File: config.mk
export PLATFORM = sky130hd
export DESIGN_NAME = counter_bank
export DESIGN_NICKNAME = d
export VERILOG_FILES = /design/src/rtl/counter_bank_pkg.sv /design/src/rtl/counter_bank_chan.sv /design/src/rtl/counter_bank.sv
export SDC_FILE = /design/constraint.sdc
export NUM_CORES = 1
export LEC_CHECK = 0
export BUFFER_PORTS_ARGS = -buffer_cell sky130_fd_sc_hd__buf_2
export CORE_MARGIN = 8
export CORE_UTILIZATION = 43
export CTS_CLUSTER_SIZE = 14
export DETAILED_ROUTE_END_ITERATION = 10
export GPL_ROUTABILITY_DRIVEN = 0
export GPL_TIMING_DRIVEN = 0
export PLACE_DENSITY_LB_ADDON = 0.12
export SYNTH_ARGS = -nofsm -noshare
export SYNTH_HDL_FRONTEND = slang
export SYNTH_SLANG_ARGS = --single-unit
File: constraint.sdc
create_clock -name clk -period 3.1 [get_ports clk]
set_clock_uncertainty 0.05 [all_clocks]
set_input_delay 0.465 -clock clk [delete_from_list [all_inputs] [get_ports clk]]
set_output_delay 0.465 -clock clk [all_outputs]
set_load 0.02 [all_outputs]
File: src/rtl/counter_bank_pkg.sv
// counter_bank_pkg: shared types and helpers for the counter bank.
//   sel_width  - read-select width for a given channel count (minimum 1)
//   next_count_t - next-count result {value, wrap}
//   clamp_max  - limit a value to the terminal count
//   eff_step   - effective step (0 reads as 1, clamped to terminal count)
// All helpers operate at CB_MAX_W bits so any legal counter width fits.
package counter_bank_pkg;

  localparam int unsigned CB_MAX_W = 32;

  typedef struct packed {
    logic [CB_MAX_W-1:0] value;
    logic                wrap;
  } next_count_t;

  function automatic int unsigned sel_width(input int unsigned n);
    return (n <= 1) ? 1 : $clog2(n);
  endfunction

  function automatic logic [CB_MAX_W-1:0] clamp_max(input logic [CB_MAX_W-1:0] v,
                                                     input logic [CB_MAX_W-1:0] max_count);
    return (v > max_count) ? max_count : v;
  endfunction

  function automatic logic [CB_MAX_W-1:0] eff_step(input logic [CB_MAX_W-1:0] step,
                                                    input logic [CB_MAX_W-1:0] max_count);
    return clamp_max((step == '0) ? CB_MAX_W'(1) : step, max_count);
  endfunction

endpackage

File: src/rtl/counter_bank_chan.sv
// counter_bank_chan: one up/down counter channel with wrap or saturate,
// registered zero/max flags and a one-cycle wrap event.
// Ports: clk, rst_n (async, active-low), clken (global hold), load/incr/decr/sat
// controls, load_value, step; outputs count, is_zero, at_max, wrap_evt.
// Optional feature macro: COUNTER_BANK_SAT_EN (honour sat; otherwise always wrap).
module counter_bank_chan
  import counter_bank_pkg::*;
#(
  parameter int unsigned        C_WIDTH   = 8,
  parameter int unsigned        C_STEP_W  = 4,
  parameter logic [C_WIDTH-1:0] MAX_COUNT = '1,
  parameter logic [C_WIDTH-1:0] C_INIT    = '0
) (
  input  logic                clk,
  input  logic                rst_n,
  input  logic                clken,
  input  logic                load,
  input  logic                incr,
  input  logic                decr,
  input  logic                sat,
  input  logic [C_WIDTH-1:0]  load_value,
  input  logic [C_STEP_W-1:0] step,
  output logic [C_WIDTH-1:0]  count,
  output logic                is_zero,
  output logic                at_max,
  output logic                wrap_evt
);

  localparam logic [CB_MAX_W-1:0] MAX_EXT = CB_MAX_W'(MAX_COUNT);
  localparam logic [CB_MAX_W:0]   MODULUS = {1'b0, MAX_EXT} + (CB_MAX_W+1)'(1);

  logic sat_on;
`ifdef COUNTER_BANK_SAT_EN
  assign sat_on = sat;
`else
  logic unused_sat;
  assign unused_sat = sat;
  assign sat_on     = 1'b0;
`endif

  logic [CB_MAX_W:0]   cnt_ext;
  logic [CB_MAX_W:0]   step_s;
  logic [CB_MAX_W:0]   sum;
  logic [CB_MAX_W-1:0] step_raw;
  logic [CB_MAX_W-1:0] ld_ext;
  next_count_t         nxt;
  logic                nxt_zero;
  logic                nxt_max;
  logic                unused_nxt;

  // Arithmetic is one bit wider than the counter so count + step never overflows.
  always_comb begin
    cnt_ext                = '0;
    cnt_ext[C_WIDTH-1:0]   = count;
    step_raw               = '0;
    step_raw[C_STEP_W-1:0] = step;
    ld_ext                 = '0;
    ld_ext[C_WIDTH-1:0]    = load_value;
    step_s                 = {1'b0, eff_step(step_raw, MAX_EXT)};
    sum                    = cnt_ext + step_s;
    nxt.value              = cnt_ext[CB_MAX_W-1:0];
    nxt.wrap               = 1'b0;
    if (load) begin
      nxt.value = clamp_max(ld_ext, MAX_EXT);
    end else if (incr && !decr) begin
      if (sum > {1'b0, MAX_EXT}) begin
        nxt.wrap  = 1'b1;
        nxt.value = sat_on ? MAX_EXT : CB_MAX_W'(sum - MODULUS);
      end else begin
        nxt.value = sum[CB_MAX_W-1:0];
      end
    end else if (decr && !incr) begin
      if (cnt_ext < step_s) begin
        nxt.wrap  = 1'b1;
        nxt.value = sat_on ? '0 : CB_MAX_W'(cnt_ext + MODULUS - step_s);
      end else begin
        nxt.value = CB_MAX_W'(cnt_ext - step_s);
      end
    end
  end

  // Flags derive from the next value so they land in the same cycle as count.
  assign nxt_zero   = (nxt.value == '0);
  assign nxt_max    = (nxt.value == MAX_EXT);
  assign unused_nxt = ^nxt.value;

  always_ff @(posedge clk or negedge rst_n) begin
    if (!rst_n) begin
      count    <= C_INIT;
      is_zero  <= (C_INIT == '0);
      at_max   <= (C_INIT == MAX_COUNT);
      wrap_evt <= 1'b0;
    end else if (clken) begin
      count    <= nxt.value[C_WIDTH-1:0];
      is_zero  <= nxt_zero;
      at_max   <= nxt_max;
      wrap_evt <= nxt.wrap;
    end else begin
      wrap_evt <= 1'b0;
    end
  end

endmodule

File: src/rtl/counter_bank.sv
// counter_bank: C_CHANNELS independent up/down counters plus a registered
// read port returning one channel's pre-update count.
// Ports: clk, rst_n (async, active-low), clken, per-channel load/incr/decr/sat,
// flattened load_value/step in, flattened count/is_zero/at_max/wrap_evt out,
// rd_sel/rd_en in, rd_data/rd_valid out.
// Optional feature macro: COUNTER_BANK_SAT_EN (per-channel saturate mode).
module counter_bank
  import counter_bank_pkg::*;
#(
  parameter int unsigned        C_CHANNELS = 4,
  parameter int unsigned        C_WIDTH    = 8,
  parameter int unsigned        C_STEP_W   = 4,
  parameter logic [C_WIDTH-1:0] MAX_COUNT  = '1,
  parameter logic [C_WIDTH-1:0] C_INIT     = '0,
  localparam int unsigned       SEL_W      = sel_width(C_CHANNELS)
) (
  input  logic                           clk,
  input  logic                           rst_n,
  input  logic                           clken,
  input  logic [C_CHANNELS-1:0]          load,
  input  logic [C_CHANNELS-1:0]          incr,
  input  logic [C_CHANNELS-1:0]          decr,
  input  logic [C_CHANNELS-1:0]          sat,
  input  logic [C_CHANNELS*C_WIDTH-1:0]  load_value,
  input  logic [C_CHANNELS*C_STEP_W-1:0] step,
  output logic [C_CHANNELS*C_WIDTH-1:0]  count,
  output logic [C_CHANNELS-1:0]          is_zero,
  output logic [C_CHANNELS-1:0]          at_max,
  output logic [C_CHANNELS-1:0]          wrap_evt,
  input  logic [SEL_W-1:0]               rd_sel,
  input  logic                           rd_en,
  output logic [C_WIDTH-1:0]             rd_data,
  output logic                           rd_valid
);

  localparam int unsigned SEL_N = 1 << SEL_W;

  for (genvar i = 0; i < C_CHANNELS; i++) begin : g_chan
    counter_bank_chan #(
      .C_WIDTH  (C_WIDTH),
      .C_STEP_W (C_STEP_W),
      .MAX_COUNT(MAX_COUNT),
      .C_INIT   (C_INIT)
    ) u_chan (
      .clk       (clk),
      .rst_n     (rst_n),
      .clken     (clken),
      .load      (load[i]),
      .incr      (incr[i]),
      .decr      (decr[i]),
      .sat       (sat[i]),
      .load_value(load_value[i*C_WIDTH +: C_WIDTH]),
      .step      (step[i*C_STEP_W +: C_STEP_W]),
      .count     (count[i*C_WIDTH +: C_WIDTH]),
      .is_zero   (is_zero[i]),
      .at_max    (at_max[i]),
      .wrap_evt  (wrap_evt[i])
    );
  end

  // Read table padded to the full select range: unused selects read back 0.
  logic [C_WIDTH-1:0] rd_tbl [SEL_N];

  for (genvar j = 0; j < SEL_N; j++) begin : g_rd
    if (j < C_CHANNELS) begin : g_live
      assign rd_tbl[j] = count[j*C_WIDTH +: C_WIDTH];
    end else begin : g_pad
      assign rd_tbl[j] = '0;
    end
  end

  // Read port runs independently of clken and samples the pre-update count.
  always_ff @(posedge clk or negedge rst_n) begin
    if (!rst_n) begin
      rd_data  <= '0;
      rd_valid <= 1'b0;
    end else begin
      rd_valid <= rd_en;
      if (rd_en) begin
        rd_data <= rd_tbl[rd_sel];
      end
    end
  end

endmodule

==> results of run 1 <==
[critical path: stages]
cell      delay (ns)
buf_8           0.08
inv_4           0.03
a31o_4          0.24
ha_4            0.17
fa_2            0.38
nor2b_4         0.14
nor2_1          0.10
nor2_1          0.05
o211a_1         0.26
ha_1            0.30
inv_2           0.03
o21ai_2         0.13
o21ai_2         0.08
a211oi_2        0.21
nand2_1         0.09
nor4b_2         0.29
a32o_1          0.20
[how the worst max path moves through the flow]
stage / from / endpoint / slack, ns
6_report: step[5] / g_chan[1].u_chan.at_max / 0.03
5_1_grt: step[5] / g_chan[1].u_chan.at_max / -0.06
4_1_cts: step[9] / g_chan[2].u_chan.at_max / 0.003
3_5_place_dp: step[13] / g_chan[3].u_chan.is_zero / -0.48
3_3_place_gp: step[13] / g_chan[3].u_chan.is_zero / -0.41
2_1_floorplan: step[6] / g_chan[1].u_chan.at_max / 0.03
[registers in the layout, indices dropped and copies added, names as in the netlist]
name                    count
g_chan.u_chan.wrap_evt      4
rd_valid                    1
rd_data                     8
g_chan.u_chan.at_max        4
g_chan.u_chan.count        32
g_chan.u_chan.is_zero       4
[logic make-up (layout without fill, tap and decap cells)]
family / Yosys count / after routing / synth area share [%]
AOI/OAI and AO/OA: 189 / 189 / 22.9
xor gates and xnor gates: 16 / 16 / 2.53
adders and majority gates: 52 / 52 / 12.8
buffers and inverters: 106 / 231 / 8.13
DFF: 53 / 53 / 24.0
muxes: 39 / 39 / 9.20
and+or+nand+nor: 223 / 223 / 20.4
[layer usage]
layer / global-route usage (%) / wire, µm / vias up
met2: 33.7 / 8230 / 214
met4: 6.28 / 374 / 0
met1: 26.6 / 7880 / 2704
li1: - / - / 2680
met3: 3.66 / 1120 / 28
met5: 0 / 0 / -
[final cells by class]
type,instances,share of cell area [%]
inverter,50,2.88
tap,172,3.21
timing repair buffer,119,9.49
clock buffer,5,1.87
sequential,53,20.0
clock inverter,2,0.579
buffer,55,3.87
multi-input combinational,519,58.2
[per-stage QoR]
stage                     total power, µW  TNS [ns]  utilization [%]  hold slack (ns)  area (µm²)
after global placement               2320     -1.97             50.0            0.430        6310
after detailed placement             2350     -2.16             50.0            0.424        6310
final                                3060         0             53.1            0.244        6700
after global routing                 3250    -0.130             53.1            0.242        6700
after CTS                            3000         0             51.5            0.237        6500
after floorplan                      1890         0                -            0.119        5540
[cells in the final DEF (no fill, tap or decap), types with 16 or more instances in the layout]
master    synthesis  routed
mux2i_1          16      16
nor3_1           22      21
ha_1             44      39
clkbuf_1         36      35
buf_2             3     112
nor2_1           64      64
o21ai_0          39      34
a21oi_1          42      40
dfrtp_1          49      45
nand2_1          41      41
nand2b_1         26      25
inv_1            48      43
nor2b_1          22      21
buf_4            13      20
[power groups by stage]
stage,logic [µW],clock network [µW],registers [µW]
global placement,1350,0,968
floorplan,861,0,1030
finish,1460,635,965
global route,1600,660,986
CTS,1390,646,958
detailed placement,1380,0,970
[cell usage after synthesis, drive strengths merged (10+ instances only)]
master and instances:
mux2i 16, dfrtp 49, clkbuf 36, buf 20
nor2b 22, nor3 22, nor2 64, mux2 15
nand2b 26, xnor2 10, nand2 41, a21oi 42
o21ai 48, nand3 11, inv 49, a22oi 10
ha 44
[timing repair]
action / in CTS / in global routing
endpoints found under the setup margin: 3 / 7
pin swaps: 2 / 18
resized for setup: 8 / 41
setup buffers: 0 / 7
==> results.py, run 1 <==
metrics = {
    "placement": {
        "dp_slack_ns": -0.475,
        "port_buffers": 112,
        "hpwl_mm": 13.7,
        "placed_cells_incl_taps": 962,
    },
    "worst_hold_path": {
        "min_to": "rd_valid",
        "hold_path_class": "in2reg",
        "min-delay-start": "rd_en",
        "worstHoldPathCells": 1,
    },
    "yosys": {
        "synth-warning-count": 0,
        "ys.flop_type": "dfrtp_1",
        "synth_area_leaders": "dfrtp_1 (22%), ha_1 (9.9%), nor2_1 (4.3%), a21oi_1 (3.8%), o21ai_0 (3.5%)",
        "avgSynthCellArea_um2": 8.17,
        "syn-num-nets": 800,
        "ys_seq_elements": 53,
        "syn-cell-area_mm2": 0.00554,
        "synth_top_area_share_pct": 22.1,
        "ys_types": 73,
        "synth_edf_count": 0,
        "syn_inst": 678,
        "async_flop_share_pct": 100,
        "yosysTopAreaCell": "dfrtp_1",
        "seq_area_frac_synth_pct": 24.0,
    },
    "floorplanning": {
        "dieArea_mm2": 0.0168,
        "die_y_um": 129,
        "die_x_um": 129,
        "core_area_mm2": 0.0126,
        "pin_count": 123,
        "fp-row-count": 41,
        "start_util_pct": 43.9,
    },
    "timing": {
        "hold_viol": 0,
        "fin_crit_ns": 3.07,
        "drv_slew": 0,
        "setup_viol": 0,
        "rsz0062_at_grt": "yes",
        "slew_headroom_pct": 21.5,
        "fmax_mhz": 326,
        "fin_crit_sh_pct": 98.9,
        "setup_slack_ns": 0.0336,
        "tightest_slew_ns": 1.18,
    },
    "clock_tree": {
        "h-tree-depth": 2,
        "numCtsBuffers": 5,
        "hold_buffers": 0,
        "cts.sinks": 53,
        "clk_pin_slew_ns": 0.07,
        "clk_latency_ns": 0.29,
        "clockBufferDepth": 2,
        "cts_tree": "done",
        "cts_root_buffer": "clkbuf_16",
    },
    "job": {
        "max_cap_viol_count": 0,
    },
    "critical_path": {
        "r2r-start": "g_chan[1].u_chan.count[0]",
        "rrSetupSlack_ns": 0.05,
        "path_max_fanout": 3,
        "r2r_cells": 14,
        "critPathCaptureType": "flop",
        "r2r-end": "g_chan[1].u_chan.at_max",
        "crit_arrival_ns": 3.24,
        "timing_worst_setup_path_type": "in2reg",
        "startpoint_type": "primary input",
        "crit_required_ns": 3.27,
    },
    "power": {
        "sw_frac_of_total_pct": 42.1,
        "combPwrFrac_pct": 47.8,
        "switching_power_uw": 1290,
        "p_int_uw": 1770,
        "p_clk_share_pct": 20.7,
        "peakVddDrop_v": 0.000208,
        "power.leakage_uw": 0.00301,
        "pwr-share-seq_pct": 31.5,
        "powerDensity_mw_per_mm2": 457,
    },
    "layout": {
        "nets": 925,
        "ff_latch_area_mm2": 0.00134,
        "syn2layout_area_growth_pct": 20.9,
        "fillCellCount": 1256,
        "multi_input_area_mm2": 0.00389,
        "n_antenna_cell": 0,
        "post_route_cells_drive_above_1_share_pct": 26.4,
        "fin_cells": 975,
    },
    "drt": {
        "ant_nets": 0,
        "drt-total-wl_mm": 17.6,
        "num_vias": 5626,
        "drc": 0,
        "wl_per_cell_um": 18.1,
        "dr.first_iter.drc_count": 407,
        "first_pass_iters": 5,
        "drt-vias-per-instance": 5.77,
    },
    "global_routing": {
        "grt_pass1_vias": 5495,
        "grt.total_usage_pct": 20.4,
        "antenna_found_initial": 0,
        "gr-total-overflow": 0,
        "grt_max_degree": 54,
        "grt_pass1_wl_mm": 27.6,
    },
    "outcome": {
        "outcome": "completed",
    },
}
No activity file was read; power rests on OpenSTA's default activity.
==> inputs of run 2 (changes only) <==
Settings changed: CORE_MARGIN 8 to not set, SLEW_MARGIN set to 20.
==> run 2 against run 1 <==
Routed wire length shrank 5.0%. Combinational power is essentially flat. Register-to-register slack better by 0.05 ns. Power decreased by 1.5%. Worst setup slack improved by 0.030 ns. Critical endpoint unchanged. Via count about the same. Highest routed layer unchanged. Clock power down 9.1%.
==> results.py, run 2 (synthesis gave the netlist of run 1 again) <==
metrics = {
    "floorplanning": {
        "pin_count": 123,
        "core_area_mm2": 0.0126,
        "start_util_pct": 44.1,
        "fp-row-count": 41,
        "die_y_um": 115,
        "dieArea_mm2": 0.0133,
        "die_x_um": 115,
    },
    "critical_path": {
        "path_delay_family": "compound AO/OA/AOI/OAI gates",
        "crit_arrival_ns": 3.22,
        "critPathSlowestCell": "fa_2",
        "r2r_cells": 14,
        "endpoint": "g_chan[1].u_chan.at_max",
        "crit_required_ns": 3.29,
        "timing_worst_setup_path_type": "in2reg",
        "path_max_fanout": 3,
        "critPathCaptureType": "flop",
        "r2r-end": "g_chan[1].u_chan.at_max",
        "rrSetupSlack_ns": 0.10,
        "cp_cell_sequence": "buf_8 > inv_6 > a31o_4 > ha_4 > fa_2 > nor2b_4 > nor2_1 > nor2_1 > o211a_1 > ha_1 > inv_2 > o21ai_2 > o21ai_1 > a211oi_2 > nand2_1 > nor4b_2 > a32o_1",
        "crit_cells": 17,
        "max_stage_delay_ns": 0.38,
        "startpoint_type": "primary input",
        "critPathLaunch": "step[5]",
        "cp_common_cell": "nor2_1",
        "critPathBufInv": 3,
        "r2r-start": "g_chan[1].u_chan.count[0]",
    },
    "power": {
        "power.leakage_uw": 0.00304,
        "powerDensity_mw_per_mm2": 450,
        "peakVddDrop_v": 0.000254,
    },
    "layout": {
        "top_register": "g_chan.u_chan.count",
        "n_antenna_cell": 0,
        "syn2layout_area_growth_pct": 21.1,
        "final_cell_mix": "buf_2 (111), nor2_1 (64), inv_1 (44), dfrtp_1 (44), ha_1 (42)",
        "nets": 929,
        "largest_register_ffs": 32,
        "post_route_cells_drive_above_1_share_pct": 26.4,
        "top_regs": "g_chan.u_chan.count x32, rd_data x8",
        "layout_commonest_cell": "buf_2",
    },
    "job": {
        "max_cap_viol_count": 0,
    },
    "global_routing": {
        "top_usage_layer": "met2",
        "grt.total_usage_pct": 25.3,
        "grt_max_degree": 54,
        "grtUsageMet1_pct": 37.4,
        "gr-total-overflow": 0,
        "grt_pass1_wl_mm": 26.4,
        "grt_util_met3_pct": 3.14,
        "grt.met2_usage_pct": 39.6,
        "antenna_found_initial": 0,
        "grt_pass1_vias": 5190,
    },
    "timing": {
        "setup_viol": 0,
        "fmax_mhz": 329,
        "fin_crit_ns": 3.04,
        "fin_crit_sh_pct": 98.0,
        "rsz0062_at_grt": "yes",
        "drv_slew": 0,
        "setup_slack_ns": 0.0632,
        "slew_headroom_pct": 55.4,
        "whs_ns": 0.147,
        "tightest_slew_ns": 0.670,
        "hold_viol": 0,
    },
    "placement": {
        "port_buffers": 112,
        "hpwl_mm": 12.9,
        "dp_slack_ns": -0.555,
    },
    "clock_tree": {
        "numCtsBuffers": 5,
        "cts_tree": "done",
        "hold_buffers": 0,
        "h-tree-depth": 2,
        "cts.sinks": 53,
        "cts_root_buffer": "clkbuf_16",
        "clk_pin_slew_ns": 0.07,
        "clk_latency_ns": 0.29,
        "clockBufferDepth": 2,
    },
    "outcome": {
        "outcome": "completed",
    },
    "drt": {
        "first_pass_iters": 7,
        "dr.first_iter.drc_count": 320,
        "drc": 0,
        "wl_per_cell_um": 17.1,
        "drt-total-wl_mm": 16.7,
        "num_vias": 5623,
        "ant_nets": 0,
        "drt-vias-per-instance": 5.74,
    },
    "worst_hold_path": {
        "hold_path_class": "in2async",
    },
}
[run 2: changes by cell type in the layout (fill, tap and decap cells not counted), moves of 2 or more]
cell	previous run	this run
buf_4	20	25
ha_1	39	42
ha_2	3	1
inv_4	2	0
inv_6	1	3
[run 2: worst min path at each step]
stage                                     end  slack, ns  cells after the start
global placement     g_chan[1].u_chan.is_zero       0.43                      2
floorplan             g_chan[0].u_chan.at_max       0.12                      0
global route        g_chan[0].u_chan.wrap_evt       0.21                      1
finish              g_chan[0].u_chan.wrap_evt       0.15                      1
CTS                 g_chan[0].u_chan.wrap_evt       0.17                      1
detailed placement   g_chan[0].u_chan.is_zero       0.42                      2
[run 2: layout make-up]
cell class	count	area [µm²]
buffer	55	259
clock buffer	5	125
clock inverter	3	25.0
fill	1202	5860
inverter	50	193
multi-input combinational	519	3880
sequential	53	1340
tap	172	215
timing repair buffer	123	668
[run 2: metal layers]
layer | share of wire (%) | wire (µm)
met1 | 48 | 8010
met5 | 0 | 0
met4 | 1.2 | 209
met2 | 45 | 7520
met3 | 5.9 | 986
[run 2: power breakdown]
part,switching (µW),internal [µW]
registers,179,792
clock network,271,306
logic,862,607
total,1310,1700
[run 2: metrics by stage]
stage	total power, µW	setup TNS [ns]	instances	area, µm²	util (%)
after floorplan	1890	0	678	5540	-
after global placement	2320	-2.03	962	6310	50.2
after detailed placement	2350	-2.15	962	6320	50.3
after CTS	2950	0	970	6520	51.8
after global routing	3220	-0.0826	980	6710	53.4
final	3020	0	980	6710	53.4
[run 2: timing repair]
action / in CTS / in global routing
pin swaps: 0 / 12
resized for setup: 11 / 33
endpoints found under the setup margin: 4 / 8
buffers inserted: 0 / 11
